[src/rtl/alu_seq_if.sv]
// Valid/ready request and response bundle for the sequential execute-stage ALU.
interface alu_seq_if #(
  parameter int unsigned WIDTH = 32,
  parameter int unsigned SHW   = $clog2(WIDTH)
);
  logic             in_valid;
  logic             in_ready;
  logic [3:0]       alu_cnt;
  logic [WIDTH-1:0] input1;
  logic [WIDTH-1:0] input2;
  logic [SHW-1:0]   shamt;
  logic             out_valid;
  logic             out_ready;
  logic [WIDTH-1:0] result;
  logic [WIDTH-1:0] hi;
  logic             zero;
  logic             err;

  // Requester side: issues operations and consumes results.
  modport master (
    output in_valid, alu_cnt, input1, input2, shamt, out_ready,
    input  in_ready, out_valid, result, hi, zero, err
  );

  // ALU side.
  modport slave (
    input  in_valid, alu_cnt, input1, input2, shamt, out_ready,
    output in_ready, out_valid, result, hi, zero, err
  );
endinterface

[src/rtl/alu_seq.sv]
// Multi-cycle ALU: single-cycle ops finish in one edge, MULU/DIVU iterate one
// bit per cycle; results are held until the consumer takes them.
module alu_seq #(
  parameter int unsigned WIDTH = 32,
  parameter int unsigned SHW   = $clog2(WIDTH)
) (
  input  logic     clk,
  input  logic     rst_n,
  alu_seq_if.slave bus
);

  localparam int unsigned CW = SHW + 1;

  localparam logic [3:0] OP_ADD  = 4'b0000;
  localparam logic [3:0] OP_SUB  = 4'b0001;
  localparam logic [3:0] OP_NOT  = 4'b0010;
  localparam logic [3:0] OP_LSL  = 4'b0011;
  localparam logic [3:0] OP_LSR  = 4'b0100;
  localparam logic [3:0] OP_AND  = 4'b0101;
  localparam logic [3:0] OP_OR   = 4'b0110;
  localparam logic [3:0] OP_SLT  = 4'b0111;
  localparam logic [3:0] OP_MULU = 4'b1000;
  localparam logic [3:0] OP_DIVU = 4'b1001;
  localparam logic [3:0] OP_ASR  = 4'b1010;

  typedef enum logic [1:0] {S_IDLE, S_MUL, S_DIV, S_DONE} state_t;

  state_t           state_q;
  logic             in_ready_q;
  logic             out_valid_q;
  logic [WIDTH-1:0] result_q;
  logic [WIDTH-1:0] hi_q;
  logic             zero_q;
  logic             err_q;
  logic [CW-1:0]    cnt_q;
  logic [WIDTH-1:0] a_q;
  logic [WIDTH-1:0] b_q;
  logic [WIDTH-1:0] acc_q;

  logic [WIDTH-1:0] alu_res_d;
  logic             illegal_d;
  logic [WIDTH:0]   mul_sum;
  logic [WIDTH-1:0] mul_acc_d;
  logic [WIDTH-1:0] mul_b_d;
  logic [WIDTH:0]   div_shift;
  logic [WIDTH:0]   div_diff;
  logic             div_ge;
  logic [WIDTH-1:0] div_acc_d;
  logic [WIDTH-1:0] div_a_d;

  // Single-cycle results, evaluated from the operands presented at accept.
  always_comb begin
    alu_res_d = '0;
    illegal_d = 1'b0;
    case (bus.alu_cnt)
      OP_ADD:  alu_res_d = bus.input1 + bus.input2;
      OP_SUB:  alu_res_d = bus.input1 - bus.input2;
      OP_NOT:  alu_res_d = ~bus.input1;
      OP_LSL:  alu_res_d = bus.input1 << bus.shamt;
      OP_LSR:  alu_res_d = bus.input1 >> bus.shamt;
      OP_AND:  alu_res_d = bus.input1 & bus.input2;
      OP_OR:   alu_res_d = bus.input1 | bus.input2;
      OP_SLT:  alu_res_d = WIDTH'($signed(bus.input1) < $signed(bus.input2));
      OP_ASR:  alu_res_d = WIDTH'($signed(bus.input1) >>> bus.shamt);
      OP_MULU, OP_DIVU: alu_res_d = '0;
      default: illegal_d = 1'b1;
    endcase
  end

  // One shift-add multiply step ({acc,b} holds the product) and one
  // restoring divide step (a shifts out dividend bits, shifts in quotient).
  always_comb begin
    mul_sum   = {1'b0, acc_q} + (b_q[0] ? {1'b0, a_q} : '0);
    mul_acc_d = mul_sum[WIDTH:1];
    mul_b_d   = {mul_sum[0], b_q[WIDTH-1:1]};
    div_shift = {acc_q, a_q[WIDTH-1]};
    div_diff  = div_shift - {1'b0, b_q};
    // Remainder < divisor keeps the difference below 2^WIDTH when no borrow.
    div_ge    = ~div_diff[WIDTH];
    div_acc_d = div_ge ? div_diff[WIDTH-1:0] : div_shift[WIDTH-1:0];
    div_a_d   = {a_q[WIDTH-2:0], div_ge};
  end

  // Control FSM with registered handshake and result outputs.
  always_ff @(posedge clk or negedge rst_n) begin
    if (!rst_n) begin
      state_q     <= S_IDLE;
      in_ready_q  <= 1'b1;
      out_valid_q <= 1'b0;
      result_q    <= '0;
      hi_q        <= '0;
      zero_q      <= 1'b0;
      err_q       <= 1'b0;
      cnt_q       <= '0;
      a_q         <= '0;
      b_q         <= '0;
      acc_q       <= '0;
    end else begin
      case (state_q)
        S_IDLE: begin
          if (bus.in_valid) begin
            a_q        <= bus.input1;
            b_q        <= bus.input2;
            acc_q      <= '0;
            cnt_q      <= CW'(WIDTH);
            in_ready_q <= 1'b0;
            if (bus.alu_cnt == OP_MULU) begin
              state_q <= S_MUL;
            end else if (bus.alu_cnt == OP_DIVU && bus.input2 != '0) begin
              state_q <= S_DIV;
            end else begin
              state_q     <= S_DONE;
              out_valid_q <= 1'b1;
              if (bus.alu_cnt == OP_DIVU) begin
                result_q <= '1;
                hi_q     <= bus.input1;
                zero_q   <= 1'b0;
                err_q    <= 1'b1;
              end else if (illegal_d) begin
                result_q <= '0;
                hi_q     <= '0;
                zero_q   <= 1'b1;
                err_q    <= 1'b1;
              end else begin
                result_q <= alu_res_d;
                hi_q     <= '0;
                zero_q   <= (alu_res_d == '0);
                err_q    <= 1'b0;
              end
            end
          end
        end
        S_MUL: begin
          acc_q <= mul_acc_d;
          b_q   <= mul_b_d;
          cnt_q <= cnt_q - CW'(1);
          if (cnt_q == CW'(1)) begin
            state_q     <= S_DONE;
            out_valid_q <= 1'b1;
            result_q    <= mul_b_d;
            hi_q        <= mul_acc_d;
            zero_q      <= (mul_b_d == '0);
            err_q       <= 1'b0;
          end
        end
        S_DIV: begin
          acc_q <= div_acc_d;
          a_q   <= div_a_d;
          cnt_q <= cnt_q - CW'(1);
          if (cnt_q == CW'(1)) begin
            state_q     <= S_DONE;
            out_valid_q <= 1'b1;
            result_q    <= div_a_d;
            hi_q        <= div_acc_d;
            zero_q      <= (div_a_d == '0);
            err_q       <= 1'b0;
          end
        end
        S_DONE: begin
          if (bus.out_ready) begin
            state_q     <= S_IDLE;
            out_valid_q <= 1'b0;
            in_ready_q  <= 1'b1;
          end
        end
        default: begin
          state_q     <= S_IDLE;
          out_valid_q <= 1'b0;
          in_ready_q  <= 1'b1;
        end
      endcase
    end
  end

  assign bus.in_ready  = in_ready_q;
  assign bus.out_valid = out_valid_q;
  assign bus.result    = result_q;
  assign bus.hi        = hi_q;
  assign bus.zero      = zero_q;
  assign bus.err       = err_q;

endmodule
[src/flat_wrapper.sv]
// flat-port wrapper written by rule: the top's interface ports become plain ports
module alu_seq_flat 
#(
  parameter int unsigned WIDTH = 32,
  parameter int unsigned SHW   = $clog2(WIDTH)
)
  (clk, rst_n, bus_in_valid, bus_alu_cnt, bus_input1, bus_input2, bus_shamt, bus_out_ready, bus_in_ready, bus_out_valid, bus_result, bus_hi, bus_zero, bus_err);
  alu_seq_if #(.WIDTH(WIDTH), .SHW(SHW)) bus_i ();
  input  logic clk;
  input  logic rst_n;
  input wire logic [$bits(bus_i.in_valid)-1:0] bus_in_valid;
  input wire logic [$bits(bus_i.alu_cnt)-1:0] bus_alu_cnt;
  input wire logic [$bits(bus_i.input1)-1:0] bus_input1;
  input wire logic [$bits(bus_i.input2)-1:0] bus_input2;
  input wire logic [$bits(bus_i.shamt)-1:0] bus_shamt;
  input wire logic [$bits(bus_i.out_ready)-1:0] bus_out_ready;
  output wire logic [$bits(bus_i.in_ready)-1:0] bus_in_ready;
  output wire logic [$bits(bus_i.out_valid)-1:0] bus_out_valid;
  output wire logic [$bits(bus_i.result)-1:0] bus_result;
  output wire logic [$bits(bus_i.hi)-1:0] bus_hi;
  output wire logic [$bits(bus_i.zero)-1:0] bus_zero;
  output wire logic [$bits(bus_i.err)-1:0] bus_err;
  assign bus_i.in_valid = bus_in_valid;
  assign bus_i.alu_cnt = bus_alu_cnt;
  assign bus_i.input1 = bus_input1;
  assign bus_i.input2 = bus_input2;
  assign bus_i.shamt = bus_shamt;
  assign bus_i.out_ready = bus_out_ready;
  assign bus_in_ready = bus_i.in_ready;
  assign bus_out_valid = bus_i.out_valid;
  assign bus_result = bus_i.result;
  assign bus_hi = bus_i.hi;
  assign bus_zero = bus_i.zero;
  assign bus_err = bus_i.err;
  alu_seq #(.WIDTH(WIDTH), .SHW(SHW)) u_core (.clk(clk), .rst_n(rst_n), .bus(bus_i));
endmodule
[config.mk]
export PLATFORM = sky130hd
export DESIGN_NAME = alu_seq_flat
export DESIGN_NICKNAME = d
export VERILOG_FILES = /design/src/rtl/alu_seq_if.sv /design/src/rtl/alu_seq.sv /design/src/flat_wrapper.sv
export SDC_FILE = /design/constraint.sdc
export NUM_CORES = 1
export LEC_CHECK = 0
export CAP_MARGIN = 10
export CELL_PAD_IN_SITES_DETAIL_PLACEMENT = 0
export CELL_PAD_IN_SITES_GLOBAL_PLACEMENT = 1
export CORE_ASPECT_RATIO = 1.25
export CORE_MARGIN = 5
export CORE_UTILIZATION = 30
export CTS_CLUSTER_DIAMETER = 150
export DETAILED_ROUTE_END_ITERATION = 12
export PLACE_DENSITY_LB_ADDON = 0.1
export SLEW_MARGIN = 20
export SYNTH_ARGS = -nofsm -noshare
export SYNTH_HDL_FRONTEND = slang
export SYNTH_SLANG_ARGS = --single-unit
[constraint.sdc]
create_clock -name clk -period 6.3 [get_ports clk]
set_input_delay 0.63 -clock clk [delete_from_list [all_inputs] [get_ports clk]]
set_output_delay 0.63 -clock clk [all_outputs]
set_load 0.01 [all_outputs]
# After elaboration in Yosys (flattened, before gate mapping)
# Cells that the tools add are included.
dict set report op_classes {
  bitwise 4
  add_sub_neg 5
  eq_ne 21
  muxes 56
  magnitude_cmp 1
  reduce_logical 23
  shift 3
}
# operator count
set ops {}
lappend ops {{$mux 32} 18}
lappend ops {{$pmux 32 s3} 3}
lappend ops {{$pmux 32 s9} 1}
lappend ops {{$pmux 32 s2} 2}
lappend ops {{$logic_not 32->1} 3}
lappend ops {{$add 32x33->33} 1}
lappend ops {{$sub 33x32->33} 1}
lappend ops {{$add 32x32->32} 1}
lappend ops {{$and 32x32->32} 1}
lappend ops {{$lt 32x32->1} 1}
lappend ops {{$not 32->32} 1}
lappend ops {{$or 32x32->32} 1}
lappend ops {{$reduce_bool 32->1} 1}
lappend ops {{$shl 32x5->32} 1}
lappend ops {{$shr 32x5->32} 1}
lappend ops {{$sshr 32x5->32} 1}
lappend ops {{$sub 32x32->32} 1}
lappend ops {{$mux 1} 21}
lappend ops {{$eq 4x3->1 const B} 4}
lappend ops {{$eq 4x4->1 const B} 3}
lappend ops {{$pmux 6 s2} 1}
lappend ops {{$reduce_or 11->1} 1}
lappend ops {{$reduce_and 5->1} 2}
lappend ops {{$eq 4x2->1 const B} 2}
lappend ops {{22 further kinds} 40}
dict set report totals {
  elab_cells 124
  regBits 172
}

# Longest topological paths before layout
# Gate-level depths: netlist (run 1).
dict set report depth {
  word_depth 9
  ltp_mapped 17
  mapped_depth_nobuf 15
}

# Worst setup path before layout (run 1)
# Ideal clock, no wire load.
dict set report synth_path {
  kind {input to register}
  start {in bus_input1[0]}
  end {reg u_core.result_q[22], in the netlist u_core.bus.result[22]}
  t_arrival_ns 3.673
  setup_time_ns 0.118
  required_ns 6.182
  n_path_buf 1
  setup_slack_ns 2.509
  path_stages 14
  path_cell_list {clkbuf_1 inv_1 ha_1 fa_1 nor2_1 o311ai_0 a211oi_1 o41ai_4 o31a_1 o21ai_0 o22ai_1 a2111oi_0 a221oi_1 a21o_1}
}
dict set report synth_via {
  elab_chain_len 8
}
# item line_no
set synth_rtl {}
lappend synth_rtl {{start, declared} flat_wrapper.sv:13} ;# input wire logic [$bits(bus_i.input1)-1:0] bus_input1;
lappend synth_rtl {{$sub 32x32->32 (tied with other cells)} alu_seq.sv:57} ;# OP_SUB: alu_res_d = bus.input1 - bus.input2;
lappend synth_rtl {{$pmux 32 s9 (*)} alu_seq.sv:55} ;# case (bus.alu_cnt)
lappend synth_rtl {{$mux 32 (*)} alu_seq.sv:119} ;# end else if (illegal_d) begin
lappend synth_rtl {{$mux 32 (*)} alu_seq.sv:114} ;# if (bus.alu_cnt == OP_DIVU) begin
lappend synth_rtl {{$mux 32 (*)} alu_seq.sv:109} ;# end else if (bus.alu_cnt == OP_DIVU && bus.input2 != '0) begin
lappend synth_rtl {{$mux 32 (*)} alu_seq.sv:107} ;# if (bus.alu_cnt == OP_MULU) begin
lappend synth_rtl {{$mux 32 (*)} alu_seq.sv:101} ;# if (bus.in_valid) begin
lappend synth_rtl {{$pmux 32 s3 (*)} alu_seq.sv:99} ;# case (state_q)
lappend synth_rtl {{end signal, assigned} alu_seq.sv:125} ;# result_q <= alu_res_d;
lappend synth_rtl {{end signal, assigned} alu_seq.sv:140} ;# result_q <= mul_b_d;
lappend synth_rtl {{end signal, assigned} alu_seq.sv:153} ;# result_q <= div_a_d;
lappend synth_rtl {{end, declared} alu_seq.sv:31} ;# logic [WIDTH-1:0] result_q;
# Every way passes the cells marked *; elsewhere a longest branch is shown, timed or not. The select of a mux whose other input is x is not followed.
# A chain may end at the register's enable or synchronous reset.

# Worst setup path after layout (run 1)
dict set report layout_path {
  start {in bus_input1[3]}
  end {reg u_core.zero_q, in the netlist u_core.bus.zero}
}
dict set report layout_via {
  elab_chain_len 9
}
# item line_no
set layout_rtl {}
lappend layout_rtl {{$sub 32x32->32 (tied with other cells)} alu_seq.sv:57}
lappend layout_rtl {{$pmux 32 s9 (*)} alu_seq.sv:55}
lappend layout_rtl {{$logic_not 32->1 (*)} alu_seq.sv:127} ;# zero_q <= (alu_res_d == '0);
lappend layout_rtl {{$mux 1 (*)} alu_seq.sv:119}
lappend layout_rtl {{$mux 1 (*)} alu_seq.sv:114}
lappend layout_rtl {{$mux 1 (*)} alu_seq.sv:109}
lappend layout_rtl {{$mux 1 (*)} alu_seq.sv:107}
lappend layout_rtl {{$mux 1 (*)} alu_seq.sv:101}
lappend layout_rtl {{$pmux 1 s3 (*)} alu_seq.sv:99}
lappend layout_rtl {{end signal, assigned} alu_seq.sv:127}
lappend layout_rtl {{end signal, assigned} alu_seq.sv:142} ;# zero_q <= (mul_b_d == '0);
lappend layout_rtl {{end signal, assigned} alu_seq.sv:155} ;# zero_q <= (div_a_d == '0);
lappend layout_rtl {{end, declared} alu_seq.sv:33} ;# logic zero_q;
# Marks and branches as above.

==> results of run 1 <==
[per-stage QoR]
stage	setup slack (ns)	util	hold slack (ns)	instances
6_report	0.927	0.345	0.153	3940
5_1_grt	0.640	0.345	0.171	3939
4_1_cts	1.13	0.345	0.176	3939
3_5_place_dp	0.620	0.337	0.469	3907
3_3_place_gp	0.750	0.337	0.462	3907
2_1_floorplan	2.51	-	0.334	2907
[kinds of logic (layout without fill, tap and decap cells)]
group | count (synthesis) | after routing | synth area share
flip-flops | 172 | 172 | 0.188
other | 0 | 1 | 0
XOR/XNOR | 68 | 68 | 0.0268
AND/OR/NAND/NOR | 852 | 852 | 0.179
AO/OA/AOI/OAI | 1000 | 1000 | 0.292
multiplexers | 244 | 244 | 0.147
buffers and inverters | 398 | 453 | 0.0717
adder cells (fa/ha/maj) | 173 | 173 | 0.0956
[sequential cells by signal (all words and copies together) (netlist names)]
name and count:
u_core.a_q 32, u_core.acc_q 32, u_core.b_q 32, u_core.bus.err 1, u_core.bus.hi 32, u_core.bus.in_ready 1, u_core.bus.out_valid 1, u_core.bus.result 32
u_core.bus.zero 1, u_core.cnt_q 6, u_core.state_q 2
[worst paths after layout]
kind	from	to	slack [ns]	cells after the start
worst max-delay path	bus_input1[3]	u_core.bus.zero	0.93	14
worst max register to register	u_core.a_q[31]	u_core.acc_q[26]	1.40	16
max in group asynchronous	rst_n	u_core.a_q[4]	4.68	2
worst min register to register	u_core.bus.result[4]	u_core.bus.result[4]	0.48	1
worst min-delay path	rst_n	u_core.bus.hi[26]	0.15	1
min in group clk	u_core.bus.result[4]	u_core.bus.result[4]	0.48	1
[power by group through the flow]
stage | combinational [mW] | sequential, mW | clock [mW]
floorplan | 5.13 | 2.16 | 0
global route | 8.85 | 2.41 | 1.24
detailed placement | 8.14 | 2.36 | 0
global placement | 8.13 | 2.35 | 0
CTS | 8.18 | 2.35 | 1.21
finish | 8.21 | 2.35 | 1.18
[cell usage after synthesis, drive strengths merged, types with 58 or more instances]
cell      n
o21ai   199
mux4     68
buf      58
nor3     58
nand2   242
clkbuf  179
a21o     62
ha      169
inv     160
mux2i   146
a21oi   257
nor2    237
dfrtp   171
[metal layers]
layer	global-route usage	vias to the layer above	wire length, um
met1	0.364	12400	51100
met4	0.152	0	8070
met5	0	-	0
met3	0.0400	278	6940
met2	0.519	1144	62400
li1	-	11000	-
[layout make-up]
type,count,area [um^2],area share
inverters,161,604,0.0231
flip-flops and latches,172,4310,0.164
multi-input cells,2337,17100,0.654
clock inverters,14,159,0.00607
well taps,977,1220,0.0467
clock buffers,18,439,0.0168
diodes,1,2.50,0.0000955
repair buffers,260,2340,0.0892
[critical path, stage by stage]
cell and delay [ns]:
clkdlybuf4s50_1 1.00, inv_1 0.20, ha_1 0.57, nor2_1 0.12, a2111o_1 0.49, a21boi_0 0.35
a21oi_1 0.11, a221oi_1 0.31, a21oi_1 0.08, a2111oi_0 0.70, nand4_1 0.42, nor4_2 0.48
nand4_1 0.16, o21ai_1 0.15
==> impl_metrics.toml, run 1 <==
[sta]
period_needed_ns = 5.37
max_clock_freq_mhz = 186
slew_violations = 0
totalNegativeSetupSlack_ns = 0
maxSlewHeadroom = 0.239
fin_crit_sh = 0.853
finClkSkew_ns = 0.0205
rsz0062_at_grt = "false"
tightest_slew_ns = 1.14
hold_viol = 0
setup-violations-final = 0

[synthesis]
synth_edf_count = 0
avgSynthCellArea_um2 = 7.89
synth_cell_types = 97
synth-async-reset-ratio = 1.00
synth_nets = 3157
synth_warnings = 0
netlist.area_leader.share = 0.186
synthTopCellsByArea = "dfrtp_1, ha_1, mux2i_1"
yosys.area.top_type = "dfrtp_1"
yosys_most_used_dff = "dfrtp_1"
postSynthCellCount = 2907
ys_seq_area_frac = 0.188
synth_seq_cells = 172
netlist_area_um2 = 23000

[route]
drt.antenna.violating_nets = 0
drt-initial-drc-count = 2352
viasPerCell = 6.30
drc = 0
routed_wl_um = 129000
vias = 24800
first_pass_iters = 5
avgRoutedWirePerCell_um = 32.6

[setup_path]
critPathArrivalTime_ns = 5.79
criticalPathCategory = "in -> reg"
cp.required_ns = 6.72
start_kind = "input pin"
crit_fanout = 12
critPathCaptureType = "flop"

[clock_tree]
cts_buffer_depth = 2
cts_setup_buffers = 0
cts_hold_buf = 0
cts_buffers = 17
cts.sink_count = 172
clock_latency_ns = 0.50
post_cts_resized = 0
clk_pin_slew_ns = 0.08
cts-root-buf = "clkbuf_16"
cts_max_level = 4
cts_tree = "built"

[pwr]
pwr_density_cell_nw_per_um2 = 448
sw_frac_of_total = 0.545
finalPower_mw = 11.7
pwr-share-clk = 0.101
p_comb_frac = 0.699
p_int_mw = 5.34
vdd_drop_max_v = 0.000380
pwr-share-seq = 0.200
switchingPower_mw = 6.40
total_leakage_power_nw = 10.9

[placed_design]
placed_area_um2 = 25600
portBuffers = 144
hpwlAfterDp_um = 102000
place.gp.congestion = 1.03

[die]
die_y_um = 319
coreArea_um2 = 75900
ios = 145
fp.dieW_um = 257
die_area_um2 = 82200
initial_core_util = 0.302
placementRows = 113

[finish]
finalNetCount = 3199
layout_commonest_cell = "a21oi_1"
fin_area_um2 = 26200
final_cell_mix = "a21oi_1, nand2_1, nor2_1"
area_delta_synth_final_pct = 14.1
drive_above_1_share = 0.101
fillers = 8058

[global_routing]
grt.total_usage = 0.300
gr-total-overflow = 0
grt_pass1_wl_um = 182000
antenna_found_initial = 0
grt_start_max_net_pins = 71
grt_pass1_vias = 24500

[min_path]
min_path_type = "in -> async"

[status]
status = "finished clean"

[flow_run]
max_cap_viol_count = 0
(Power assumes the default switching activity.)
==> run 2, diff against run 1 <==
CORE_UTILIZATION = 42   (was 30)
clock period = 4.62 ns   (was 6.3 ns; I/O delays follow)
==> run 2 against run 1 <==
Sequential power increased by 36%; worst hold slack lost 0.077 ns; register-to-register slack worse by 1.2 ns; critical path depth grew 1; combinational power rose by 36%; critical path type is now reg -> reg; first-iteration DRC count increased by 38%; final area increased by 4.3%; critical endpoint is now u_core.bus.hi[1]; clock power is 24% higher; sequential share of layout area fell by 0.67 points.
==> impl_metrics.toml, run 2 (synthesized netlist as in run 1, its figures left out) <==
[status]
status = "finished clean"

[die]
coreArea_um2 = 54000
initial_core_util = 0.425
die_y_um = 271
ios = 145
placementRows = 95
fp.dieW_um = 219
die_area_um2 = 59400

[route]
vias = 26100
avgRoutedWirePerCell_um = 30.7
drt.antenna.violating_nets = 0
drc = 0
routed_wl_um = 118000
first_pass_iters = 6
drt-initial-drc-count = 3245
viasPerCell = 6.78

[clock_tree]
cts_hold_buf = 0
cts_buffer_depth = 2
cts.sink_count = 172
clk_pin_slew_ns = 0.08
cts-root-buf = "clkbuf_16"
cts_tree = "built"
clock_latency_ns = 0.46
cts_max_level = 4
cts_buffers = 17

[sta]
finClkSkew_ns = 0.0133
rsz0062_at_grt = "false"
finalHoldWorstSlack_ns = 0.0762
hold_viol = 0
fin_crit_sh = 0.949
totalNegativeSetupSlack_ns = 0
maxSlewHeadroom = 0.322
period_needed_ns = 4.38
tightest_slew_ns = 1.00
setup-violations-final = 0
max_clock_freq_mhz = 228
slew_violations = 0

[finish]
area_delta_synth_final_pct = 19.0
fillers = 5284
finalNetCount = 3364
final_cell_count_no_fill = 3856
drive_above_1_share = 0.148
layout_commonest_cell = "buf_4"
final_cell_mix = "buf_4, a21oi_1, nand2_1"

[setup_path]
start_kind = "flop"
cp.required_ns = 4.95
critPathArrivalTime_ns = 4.71
r2r_start = "u_core.b_q[0]"
criticalPathCategory = "reg -> reg"
critPathCaptureType = "flop"
cp-startpoint = "u_core.b_q[0]"
crit_fanout = 35

[pwr]
finalPower_mw = 15.9
total_leakage_power_nw = 11.8
vdd_drop_max_v = 0.000510
pwr_density_cell_nw_per_um2 = 581

[placed_design]
hpwlAfterDp_um = 94700
dp_cells = 3821
place.gp.congestion = 1.07
portBuffers = 144

[global_routing]
gr-total-overflow = 0
grt_pass1_wl_um = 172000
grt_pass1_vias = 25700
antenna_found_initial = 6
grt_start_max_net_pins = 97
grt.total_usage = 0.385

[min_path]
min_path_type = "in -> async"

[flow_run]
max_cap_viol_count = 0
[run 2: cell types whose count changed in the layout (fill, tap and decap cells not counted), sizes merged]
| cell | delta |
|---|---|
| bufinv | -1 |
| inv | +1 |
| clkinvlp | -1 |
| diode | +2 |
| clkdlybuf4s50 | +1 |
| buf | +164 |
[run 2: what timing repair did]
item                                    CTS  global route
buffers inserted                          0             1
gates resized for setup                   0             5
endpoints found under the setup margin    0            27
[run 2: final timing paths]
kind | to | slack (ns) | cells after the start
min in group clk | u_core.bus.out_valid | 0.48 | 2
max in group asynchronous | u_core.a_q[8] | 3.51 | 2
worst max register to register | u_core.bus.hi[1] | 0.24 | 15
worst min-delay path | u_core.bus.hi[29] | 0.08 | 1
worst max-delay path | u_core.bus.hi[1] | 0.24 | 15
worst min register to register | u_core.bus.out_valid | 0.48 | 2
[run 2: final cells by class]
cell class,count,area (um^2),area share
clock buffers,18,439,0.0161
clock inverters,13,131,0.00481
inverters,161,604,0.0221
multi-input cells,2337,17100,0.627
diodes,3,7.51,0.000275
repair buffers,425,3780,0.138
flip-flops and latches,172,4310,0.158
well taps,727,910,0.0333
[run 2: worst max-delay path: stages (launching register included)]
cell       delay, ns
dfrtp_1         0.55
ha_1            0.25
inv_1           0.06
fa_1            0.41
a21oi_1         0.24
o211ai_1        0.18
a221oi_2        0.44
o2111ai_1       0.22
a31oi_2         0.32
a21bo_2         0.24
o31ai_4         0.11
xnor2_2         0.20
buf_12          0.23
mux2_1          0.35
a22oi_1         0.28
a21oi_1         0.12
[run 2: per-layer routing]
| layer | GRT usage | wire (um) | vias up |
|---|---|---|---|
| li1 | - | - | 11400 |
| met4 | 0.258 | 10300 | 8 |
| met3 | 0.0677 | 9320 | 486 |
| met1 | 0.443 | 43000 | 12700 |
| met2 | 0.649 | 55900 | 1575 |
| met5 | 0 | 66 | - |
[run 2: report_power, final]
| group | switching, mW | internal [mW] | leakage [nW] |
|---|---|---|---|
| registers | 0.925 | 2.27 | 2.14 |
| clock network | 0.689 | 0.767 | 0.276 |
| logic | 6.77 | 4.45 | 9.36 |
[run 2: metrics by stage]
step                 util  setup slack (ns)  cell area (um^2)
global placement    0.495            -0.144             26700
CTS                 0.505             0.135             27300
global route        0.506            0.0585             27300
floorplan               -             0.954             23000
finish              0.506             0.237             27300
detailed placement  0.495            -0.154             26700
